[src/rtl/multicycle_control_unit_if.sv]
// Instruction-fetch handshake plus datapath control/status bundle for the multi-cycle sequencer.
// master = control unit side, slave = memory/datapath side.
interface multicycle_control_unit_if;
  logic        imem_req;
  logic [31:0] imem_addr;
  logic        imem_ack;
  logic [31:0] imem_rdata;
  logic [31:0] instruction;
  logic        reg_write;
  logic        alu_src;
  logic        mem_write;
  logic        mem_read;
  logic        mem_to_reg;
  logic [3:0]  alu_control;
  logic        zero;
  logic        sign;
  logic [31:0] imm;
  logic        dmem_ready;
  logic [31:0] pc;
  logic        halted;

  modport master (
    output imem_req, imem_addr, instruction, reg_write, alu_src, mem_write,
           mem_read, mem_to_reg, alu_control, pc, halted,
    input  imem_ack, imem_rdata, zero, sign, imm, dmem_ready
  );

  modport slave (
    input  imem_req, imem_addr, instruction, reg_write, alu_src, mem_write,
           mem_read, mem_to_reg, alu_control, pc, halted,
    output imem_ack, imem_rdata, zero, sign, imm, dmem_ready
  );
endinterface

[src/rtl/multicycle_control_unit.sv]
// Multi-cycle RV32I-subset sequencer: FETCH/DECODE/EXEC/MEM/WB/TRAP with PC and IR ownership.
// Every control output is a register updated on state transitions.
module multicycle_control_unit #(
  parameter logic [31:0] RESET_PC = 32'h0000_0000,
  parameter logic [31:0] PC_STEP  = 32'd4
) (
  input  logic                       clk,
  input  logic                       rst_n,
  multicycle_control_unit_if.master  bus
);

  localparam logic [31:0] NOP_INSN = 32'h0000_0013;
  localparam logic [6:0]  OP_R     = 7'b0110011;
  localparam logic [6:0]  OP_I     = 7'b0010011;
  localparam logic [6:0]  OP_LOAD  = 7'b0000011;
  localparam logic [6:0]  OP_STORE = 7'b0100011;
  localparam logic [6:0]  OP_BR    = 7'b1100011;

  localparam logic [3:0] ALU_ADD  = 4'b0000;
  localparam logic [3:0] ALU_SUB  = 4'b0001;
  localparam logic [3:0] ALU_AND  = 4'b0010;
  localparam logic [3:0] ALU_OR   = 4'b0011;
  localparam logic [3:0] ALU_XOR  = 4'b0100;
  localparam logic [3:0] ALU_SLL  = 4'b0101;
  localparam logic [3:0] ALU_SRL  = 4'b0110;
  localparam logic [3:0] ALU_SRA  = 4'b0111;
  localparam logic [3:0] ALU_SLT  = 4'b1000;
  localparam logic [3:0] ALU_SLTU = 4'b1001;

  typedef enum logic [2:0] {
    S_FETCH, S_DECODE, S_EXEC, S_MEM, S_WB, S_TRAP
  } state_t;

  state_t      state_reg;
  logic [31:0] pc_reg;
  logic [31:0] ir_reg;
  logic        imem_req_reg;
  logic        reg_write_reg;
  logic        alu_src_reg;
  logic        mem_write_reg;
  logic        mem_read_reg;
  logic        mem_to_reg_reg;
  logic        halted_reg;
  logic [3:0]  alu_control_reg;

  logic [6:0] opcode;
  logic [2:0] funct3;
  logic [6:0] funct7;
  logic       is_r, is_i, is_lw, is_sw, is_br, legal, br_taken;
  logic [3:0] alu_code;

  assign opcode = ir_reg[6:0];
  assign funct3 = ir_reg[14:12];
  assign funct7 = ir_reg[31:25];

  always_comb begin
    is_r  = (opcode == OP_R);
    is_i  = (opcode == OP_I);
    is_lw = (opcode == OP_LOAD)  && (funct3 == 3'b010);
    is_sw = (opcode == OP_STORE) && (funct3 == 3'b010);
    is_br = (opcode == OP_BR) &&
            ((funct3 == 3'b000) || (funct3 == 3'b001) || (funct3 == 3'b100) || (funct3 == 3'b101));
    legal = (is_r && ((funct7 == 7'b0000000) ||
                      ((funct7 == 7'b0100000) && ((funct3 == 3'b000) || (funct3 == 3'b101)))))
            || is_i || is_lw || is_sw || is_br;
  end

  // IR[30] is funct7[5] for R-type and the SRAI marker for I-type; ADDI never subtracts.
  always_comb begin
    alu_code = ALU_ADD;
    case (funct3)
      3'b000:  alu_code = (is_r && ir_reg[30]) ? ALU_SUB : ALU_ADD;
      3'b001:  alu_code = ALU_SLL;
      3'b010:  alu_code = ALU_SLT;
      3'b011:  alu_code = ALU_SLTU;
      3'b100:  alu_code = ALU_XOR;
      3'b101:  alu_code = ir_reg[30] ? ALU_SRA : ALU_SRL;
      3'b110:  alu_code = ALU_OR;
      default: alu_code = ALU_AND;
    endcase
    if (is_lw || is_sw) alu_code = ALU_ADD;
    if (is_br)          alu_code = ALU_SUB;
  end

  always_comb begin
    br_taken = 1'b0;
    case (funct3)
      3'b000:  br_taken = bus.zero;
      3'b001:  br_taken = ~bus.zero;
      3'b100:  br_taken = bus.sign;
      3'b101:  br_taken = ~bus.sign;
      default: br_taken = 1'b0;
    endcase
  end

  always_ff @(posedge clk or negedge rst_n) begin
    if (!rst_n) begin
      state_reg       <= S_FETCH;
      pc_reg          <= RESET_PC;
      ir_reg          <= NOP_INSN;
      imem_req_reg    <= 1'b0;
      reg_write_reg   <= 1'b0;
      alu_src_reg     <= 1'b0;
      mem_write_reg   <= 1'b0;
      mem_read_reg    <= 1'b0;
      mem_to_reg_reg  <= 1'b0;
      halted_reg      <= 1'b0;
      alu_control_reg <= ALU_ADD;
    end else begin
      case (state_reg)
        S_FETCH: begin
          // Request is raised one cycle into FETCH after reset; an ack is only honoured while it is up.
          if (!imem_req_reg) begin
            imem_req_reg <= 1'b1;
          end else if (bus.imem_ack) begin
            ir_reg       <= bus.imem_rdata;
            imem_req_reg <= 1'b0;
            state_reg    <= S_DECODE;
          end
        end
        S_DECODE: begin
          if (legal) begin
            alu_control_reg <= alu_code;
            alu_src_reg     <= is_i || is_lw || is_sw;
            state_reg       <= S_EXEC;
          end else begin
            halted_reg <= 1'b1;
            state_reg  <= S_TRAP;
          end
        end
        S_EXEC: begin
          if (is_br) begin
            pc_reg          <= br_taken ? (pc_reg + bus.imm) : (pc_reg + PC_STEP);
            alu_control_reg <= ALU_ADD;
            alu_src_reg     <= 1'b0;
            imem_req_reg    <= 1'b1;
            state_reg       <= S_FETCH;
          end else if (is_lw || is_sw) begin
            mem_read_reg  <= is_lw;
            mem_write_reg <= is_sw;
            state_reg     <= S_MEM;
          end else begin
            reg_write_reg  <= 1'b1;
            mem_to_reg_reg <= 1'b0;
            state_reg      <= S_WB;
          end
        end
        S_MEM: begin
          if (bus.dmem_ready) begin
            mem_read_reg  <= 1'b0;
            mem_write_reg <= 1'b0;
            if (is_lw) begin
              reg_write_reg  <= 1'b1;
              mem_to_reg_reg <= 1'b1;
              state_reg      <= S_WB;
            end else begin
              pc_reg          <= pc_reg + PC_STEP;
              alu_control_reg <= ALU_ADD;
              alu_src_reg     <= 1'b0;
              imem_req_reg    <= 1'b1;
              state_reg       <= S_FETCH;
            end
          end
        end
        S_WB: begin
          reg_write_reg   <= 1'b0;
          mem_to_reg_reg  <= 1'b0;
          pc_reg          <= pc_reg + PC_STEP;
          alu_control_reg <= ALU_ADD;
          alu_src_reg     <= 1'b0;
          imem_req_reg    <= 1'b1;
          state_reg       <= S_FETCH;
        end
        S_TRAP: begin
          halted_reg <= 1'b1;
        end
        default: begin
          halted_reg <= 1'b1;
          state_reg  <= S_TRAP;
        end
      endcase
    end
  end

  assign bus.imem_req    = imem_req_reg;
  assign bus.imem_addr   = pc_reg;
  assign bus.instruction = ir_reg;
  assign bus.reg_write   = reg_write_reg;
  assign bus.alu_src     = alu_src_reg;
  assign bus.mem_write   = mem_write_reg;
  assign bus.mem_read    = mem_read_reg;
  assign bus.mem_to_reg  = mem_to_reg_reg;
  assign bus.alu_control = alu_control_reg;
  assign bus.pc          = pc_reg;
  assign bus.halted      = halted_reg;

endmodule

[src/flat_wrapper.sv]
// flat-port wrapper written by rule: the top's interface ports become plain ports
module multicycle_control_unit_flat 
#(
  parameter logic [31:0] RESET_PC = 32'h0000_0000,
  parameter logic [31:0] PC_STEP  = 32'd4
)
  (clk, rst_n, bus_imem_req, bus_imem_addr, bus_instruction, bus_reg_write, bus_alu_src, bus_mem_write, bus_mem_read, bus_mem_to_reg, bus_alu_control, bus_pc, bus_halted, bus_imem_ack, bus_imem_rdata, bus_zero, bus_sign, bus_imm, bus_dmem_ready);
  multicycle_control_unit_if bus_i ();
  input  logic clk;
  input  logic rst_n;
  output wire logic [$bits(bus_i.imem_req)-1:0] bus_imem_req;
  output wire logic [$bits(bus_i.imem_addr)-1:0] bus_imem_addr;
  output wire logic [$bits(bus_i.instruction)-1:0] bus_instruction;
  output wire logic [$bits(bus_i.reg_write)-1:0] bus_reg_write;
  output wire logic [$bits(bus_i.alu_src)-1:0] bus_alu_src;
  output wire logic [$bits(bus_i.mem_write)-1:0] bus_mem_write;
  output wire logic [$bits(bus_i.mem_read)-1:0] bus_mem_read;
  output wire logic [$bits(bus_i.mem_to_reg)-1:0] bus_mem_to_reg;
  output wire logic [$bits(bus_i.alu_control)-1:0] bus_alu_control;
  output wire logic [$bits(bus_i.pc)-1:0] bus_pc;
  output wire logic [$bits(bus_i.halted)-1:0] bus_halted;
  input wire logic [$bits(bus_i.imem_ack)-1:0] bus_imem_ack;
  input wire logic [$bits(bus_i.imem_rdata)-1:0] bus_imem_rdata;
  input wire logic [$bits(bus_i.zero)-1:0] bus_zero;
  input wire logic [$bits(bus_i.sign)-1:0] bus_sign;
  input wire logic [$bits(bus_i.imm)-1:0] bus_imm;
  input wire logic [$bits(bus_i.dmem_ready)-1:0] bus_dmem_ready;
  assign bus_imem_req = bus_i.imem_req;
  assign bus_imem_addr = bus_i.imem_addr;
  assign bus_instruction = bus_i.instruction;
  assign bus_reg_write = bus_i.reg_write;
  assign bus_alu_src = bus_i.alu_src;
  assign bus_mem_write = bus_i.mem_write;
  assign bus_mem_read = bus_i.mem_read;
  assign bus_mem_to_reg = bus_i.mem_to_reg;
  assign bus_alu_control = bus_i.alu_control;
  assign bus_pc = bus_i.pc;
  assign bus_halted = bus_i.halted;
  assign bus_i.imem_ack = bus_imem_ack;
  assign bus_i.imem_rdata = bus_imem_rdata;
  assign bus_i.zero = bus_zero;
  assign bus_i.sign = bus_sign;
  assign bus_i.imm = bus_imm;
  assign bus_i.dmem_ready = bus_dmem_ready;
  multicycle_control_unit #(.RESET_PC(RESET_PC), .PC_STEP(PC_STEP)) u_core (.clk(clk), .rst_n(rst_n), .bus(bus_i));
endmodule
[config.mk]
export PLATFORM = sky130hd
export DESIGN_NAME = multicycle_control_unit_flat
export DESIGN_NICKNAME = d
export VERILOG_FILES = /design/src/rtl/multicycle_control_unit_if.sv /design/src/rtl/multicycle_control_unit.sv /design/src/flat_wrapper.sv
export SDC_FILE = /design/constraint.sdc
export NUM_CORES = 1
export LEC_CHECK = 0
export CORE_MARGIN = 2
export CORE_UTILIZATION = 45
export CTS_CLUSTER_DIAMETER = 60
export CTS_CLUSTER_SIZE = 14
export DETAILED_ROUTE_END_ITERATION = 10
export PLACE_DENSITY = 0.77
export SLEW_MARGIN = 5
export SYNTH_ARGS = -nofsm -noshare
export SYNTH_HDL_FRONTEND = slang
export SYNTH_SLANG_ARGS = --single-unit
[constraint.sdc]
create_clock -name clk -period 6.24 [get_ports clk]
set_input_delay 0.936 -clock clk [delete_from_list [all_inputs] [get_ports clk]]
set_output_delay 0.936 -clock clk [all_outputs]
set_load 0.01 [all_outputs]
Yosys cells after proc, flatten, opt, wreduce, memory -nomap -nowiden
Cells that the tools add are included.
Storage, ports and cells
  flip-flop bits (word level): 78
  output and inout port bits: 107
  input bits: 70
Operators by class
  equality and inequality tests: 28
  reductions and logical operators: 34
  $add $sub $neg: 2
  bitwise gates (word level): 4
  mux-type cells: 52
Operators by type and width (number)
  two-way mux 32 bit: 4
  case mux 32 bit (3 select lines): 1
  adder 32 x 3 -> 32 bit, second input constant: 1
  adder 32 bit: 1
  case mux 4 bit (7 select lines): 1
  two-way mux 4 bit: 6
  two-way mux 1 bit: 23
  == test 7 x 6 -> 1 bit, second input constant: 3
  two-way mux 3 bit: 7
  case mux 3 bit (6 select lines): 1
  case mux 4 bit (4 select lines): 1
  AND reduction 4 bit: 4
  == test 3 bit, second input constant: 5
  == test 3 x 2 -> 1 bit, second input constant: 4
  logical OR 1 bit: 12
  inequality test 2 bit, second input constant: 6
  case mux 1 bit (4 select lines): 3
  inequality test 2 x 1 -> 1 bit, second input constant: 5
  AND reduction 5 bit: 2
  nonzero test 4 bit: 2
  == test 7 x 2 -> 1 bit, second input constant: 1
  == test 7 x 5 -> 1 bit, second input constant: 1
  == test 7 bit, second input constant: 1
  zero test 7 bit: 1
  11 further kinds: 24

Depth between registers and ports, before layout
  depth in word-level cells: 11
  gate-level depth with buffers: 12
  depth with buffers taken out: 12

Least setup slack after synthesis
OpenSTA, ideal clock, no wires.
  path type: input to register
  start: input port bus_imm[0]
  end: register u_core.pc_reg[28] (netlist: u_core.bus.imem_addr[28])
  data required time: 6.112 ns
  setup slack: 3.036 ns
  library setup time: 0.128 ns
  arrival: 3.075 ns
  stages on the path: 12
  cell sequence: ha_1 > inv_1 > fa_1 > nor2b_1 > o21a_1 > a311o_2 > a21oi_2 > o311ai_0 > a21oi_1 > o41ai_1 > xnor2_1 > mux2i_1
On the way
  longest elaborated chain between the ends: 4
RTL lines
  from (decl): line flat_wrapper.sv:26  | input wire logic [$bits(bus_i.imm)-1:0] bus_imm;
  adder 32 bit: line multicycle_control_unit.sv:133  | pc_reg <= br_taken ? (pc_reg + bus.imm) : (pc_reg + PC_STEP);
  two-way mux 32 bit: line multicycle_control_unit.sv:133
  two-way mux 32 bit: line multicycle_control_unit.sv:132  | if (is_br) begin
  case mux 32 bit (3 select lines): line multicycle_control_unit.sv:110  | case (state_reg)
  to (signal assigned): line multicycle_control_unit.sv:133
  to (signal assigned): line multicycle_control_unit.sv:157  | pc_reg <= pc_reg + PC_STEP;
  to (signal assigned): line multicycle_control_unit.sv:168  | pc_reg <= pc_reg + PC_STEP;
  to (decl): line multicycle_control_unit.sv:35  | logic [31:0] pc_reg;
No other way between the ends. The select of a mux whose other input is x is not followed.
A chain may end at the register's enable or synchronous reset.

Worst setup path after layout
  start: input port bus_imm[0]
  end: register u_core.pc_reg[26] (netlist: u_core.bus.imem_addr[26])
Same word-level chain as after synthesis.

==> results.py <==
metrics = {
    "run_status": {
        "status": "completed",
    },
    "logic_synthesis": {
        "synth_edf_count": 0,
        "synth_fa_ha_area_frac": 0.0719,
        "synth.distinct_cells": 69,
        "syn_inst": 682,
        "async_flop_share": 1.00,
        "synth_largest_area_cell": "dfrtp_1",
        "yosysSeqAreaShare": 0.334,
        "synth_compound_area_frac": 0.239,
        "syn-num-nets": 785,
        "yosysTopAreaCellShare": 0.321,
        "synth_top_family_by_area": "compound AO/OA/AOI/OAI gates",
        "synth-simple-area-share": 0.166,
        "syn_area_um2": 5850,
        "synth.top_cells.by_count": "a21oi_1 (82), dfrtp_1 (75), o21ai_0 (56), nand2_1 (55), nor2_1 (48)",
        "synth_flop_cell": "dfrtp_1",
        "synthXorXnorAreaFrac": 0.0449,
        "synthMuxAreaShare": 0.0686,
        "yosysMostFrequentCell": "a21oi_1",
        "syn_avg_cell_area_um2": 8.58,
        "ys_ff_latch": 78,
        "synth_warnings": 0,
        "synth_area_leaders": "dfrtp_1 (32%), a21oi_1 (7.0%), ha_1 (6.8%)",
    },
    "setup_path": {
        "reg2reg_depth": 10,
        "crit_path_max_fanout": 7,
        "required_ns": 6.48,
        "endpoint_kind": "flop",
        "worstSetupStartpointType": "input pin",
        "reg2reg_to": "u_core.bus.imem_addr[31]",
        "r2r_slack_ns": 3.18,
        "cp-startpoint": "bus_imm[0]",
        "critical_path_class": "in -> reg",
        "arrival_ns": 3.86,
        "reg2reg_from": "u_core.bus.imem_addr[10]",
    },
    "floorplanning": {
        "die_x_um": 118,
        "die_h_um": 118,
        "core_area_um2": 12700,
        "start_util": 0.462,
        "std_cell_rows": 41,
        "die_area_um2": 13900,
        "pin_count": 177,
    },
    "power_and_ir_drop": {
        "pwr-share-comb": 0.618,
        "p_per_area_nw_per_um2": 524,
        "finalPower_w": 0.00409,
        "power.share.switching": 0.448,
        "ir_worst_vdd_v": 0.000279,
        "p_switching_w": 0.00183,
        "pwr-share-clk": 0.125,
        "p_int_w": 0.00226,
        "p_leak_nw": 3.17,
        "power_frac_seq": 0.257,
    },
    "hold_path": {
        "hold_start": "u_core.bus.alu_control[0]",
        "min_path_cells": 2,
        "min_to": "u_core.bus.alu_control[0]",
        "min_path_type": "reg -> reg",
    },
    "finish": {
        "antenna_cells": 0,
        "syn_to_final_growth_pct": 33.3,
        "final_core_util": 0.615,
        "fin_cells": 991,
        "fin_area_um2": 7800,
        "layout.nets": 917,
        "layout-drive-gt1-share": 0.0867,
    },
    "global_route": {
        "grt_max_degree": 79,
        "grtUsageTotal": 0.243,
        "grt_pass1_vias": 5558,
        "grt_pass1_wl_um": 27600,
        "antenna_found_initial": 0,
        "grt_overflow": 0,
    },
    "route": {
        "ant_nets": 0,
        "post-route-drc-count": 0,
        "vias_per_cell": 5.80,
        "vias": 5749,
        "drt-total-wl_um": 17100,
        "drt_first_pass_iters": 5,
        "wl_per_cell_um": 17.2,
        "drt_iter0_markers": 364,
    },
    "cts": {
        "cts-htree-levels": 3,
        "cts_made_buffers": 9,
        "cts_tree": "yes",
        "clk-insertion-delay-late_ns": 0.35,
        "post_cts_resized": 0,
        "hold_buffers": 0,
        "clockBufferDepth": 2,
        "path_clk_slew_ns": 0.07,
        "cts_root_buf": "clkbuf_16",
        "clkSinkCount": 78,
        "postCtsSetupBuffers": 0,
    },
    "timing": {
        "hold_viol": 0,
        "worst_pin_slew_ns": 1.16,
        "finalCritPeriodShare": 0.580,
        "setup_violations": 0,
        "fin_crit_ns": 3.62,
        "max_slew_margin": 0.229,
        "worst_clock_skew_ns": 0.00712,
        "rsz0062_at_grt": "false",
        "fin_setup_tns_ns": 0,
        "fmax_mhz": 276,
        "slew_violations": 0,
    },
    "place": {
        "place_inst": 975,
        "dp_hpwl_um": 12800,
        "gp_congestion": 0.922,
        "dpl_cell_area_um2": 7520,
        "io_buffers": 176,
    },
    "run": {
        "maxCapViolations": 0,
    },
}
-- metal layers --
metal	routed length, µm	up-vias	track usage
met3	1120	25	0.0431
met4	331	0	0.0821
li1	-	2737	-
met2	8050	246	0.399
met5	0	-	0
met1	7570	2741	0.323
-- power by group through the flow --
stage,Clock [W],Sequential (W),Combinational (W)
2_1_floorplan,0,0.00105,0.00158
3_3_place_gp,0,0.00104,0.00246
3_5_place_dp,0,0.00105,0.00250
4_1_cts,0.000518,0.00105,0.00252
5_1_grt,0.000541,0.00109,0.00275
6_report,0.000512,0.00105,0.00253
-- cells in the final DEF, fill, tap and decap left out, types with 10 or more instances in the layout --
| cell type | count |
|---|---|
| mux2_2 | 33 |
| ha_1 | 32 |
| a21o_1 | 12 |
| nor2_1 | 48 |
| o21ai_0 | 56 |
| a21oi_1 | 82 |
| inv_1 | 24 |
| nor3_1 | 15 |
| clkdlybuf4s50_1 | 175 |
| nand2_1 | 55 |
| xor2_1 | 10 |
| dfrtp_1 | 75 |
| nand3_1 | 23 |
| xnor2_1 | 20 |
| nand4_1 | 13 |
-- critical path: stages --
cell and delay (ns):
clkdlybuf4s50_1 0.46, ha_1 0.22, inv_1 0.07, fa_1 0.40, nor2b_1 0.14, o21a_1 0.14
a311o_2 0.22, a21oi_2 0.12, o31ai_1 0.41, a31oi_1 0.20, a21oi_1 0.19, xnor2_1 0.09
a211oi_1 0.27
-- layout make-up --
class                   count  area [µm²]
flip-flops and latches     78        1960
multi-input cells         521        3470
repair buffers            180        1790
fillers                  1097        4870
inverters                  24        90.1
clock buffers               9         225
well taps                 172         215
clock inverters             7        56.3
-- cells by family after synthesis --
| logic type | after synthesis |
|---|---|
| AND/OR/NAND/NOR | 199 |
| XOR/XNOR | 30 |
| multiplexers | 36 |
| flip-flops | 78 |
| buffers and inverters | 83 |
| adder cells (fa/ha/maj) | 33 |
| AO/OA/AOI/OAI | 223 |
-- per-stage QoR --
| stage | setup slack (ns) | hold slack, ns |
|---|---|---|
| final | 2.62 | 0.491 |
| after global placement | 2.33 | 0.460 |
| after global routing | 2.29 | 0.513 |
| after detailed placement | 2.28 | 0.469 |
| after CTS | 2.62 | 0.487 |
| after floorplan | 3.04 | 0.511 |
-- worst max path at each step --
stage                                    end  slack (ns)  depth (start not counted)
finish              u_core.bus.imem_addr[26]        2.62                         13
global route        u_core.bus.imem_addr[26]        2.29                         13
floorplan           u_core.bus.imem_addr[28]        3.04                         12
CTS                 u_core.bus.imem_addr[26]        2.62                         13
global placement    u_core.bus.imem_addr[28]        2.33                         13
detailed placement  u_core.bus.imem_addr[26]        2.28                         13
No activity file was read; power rests on OpenSTA's default activity.
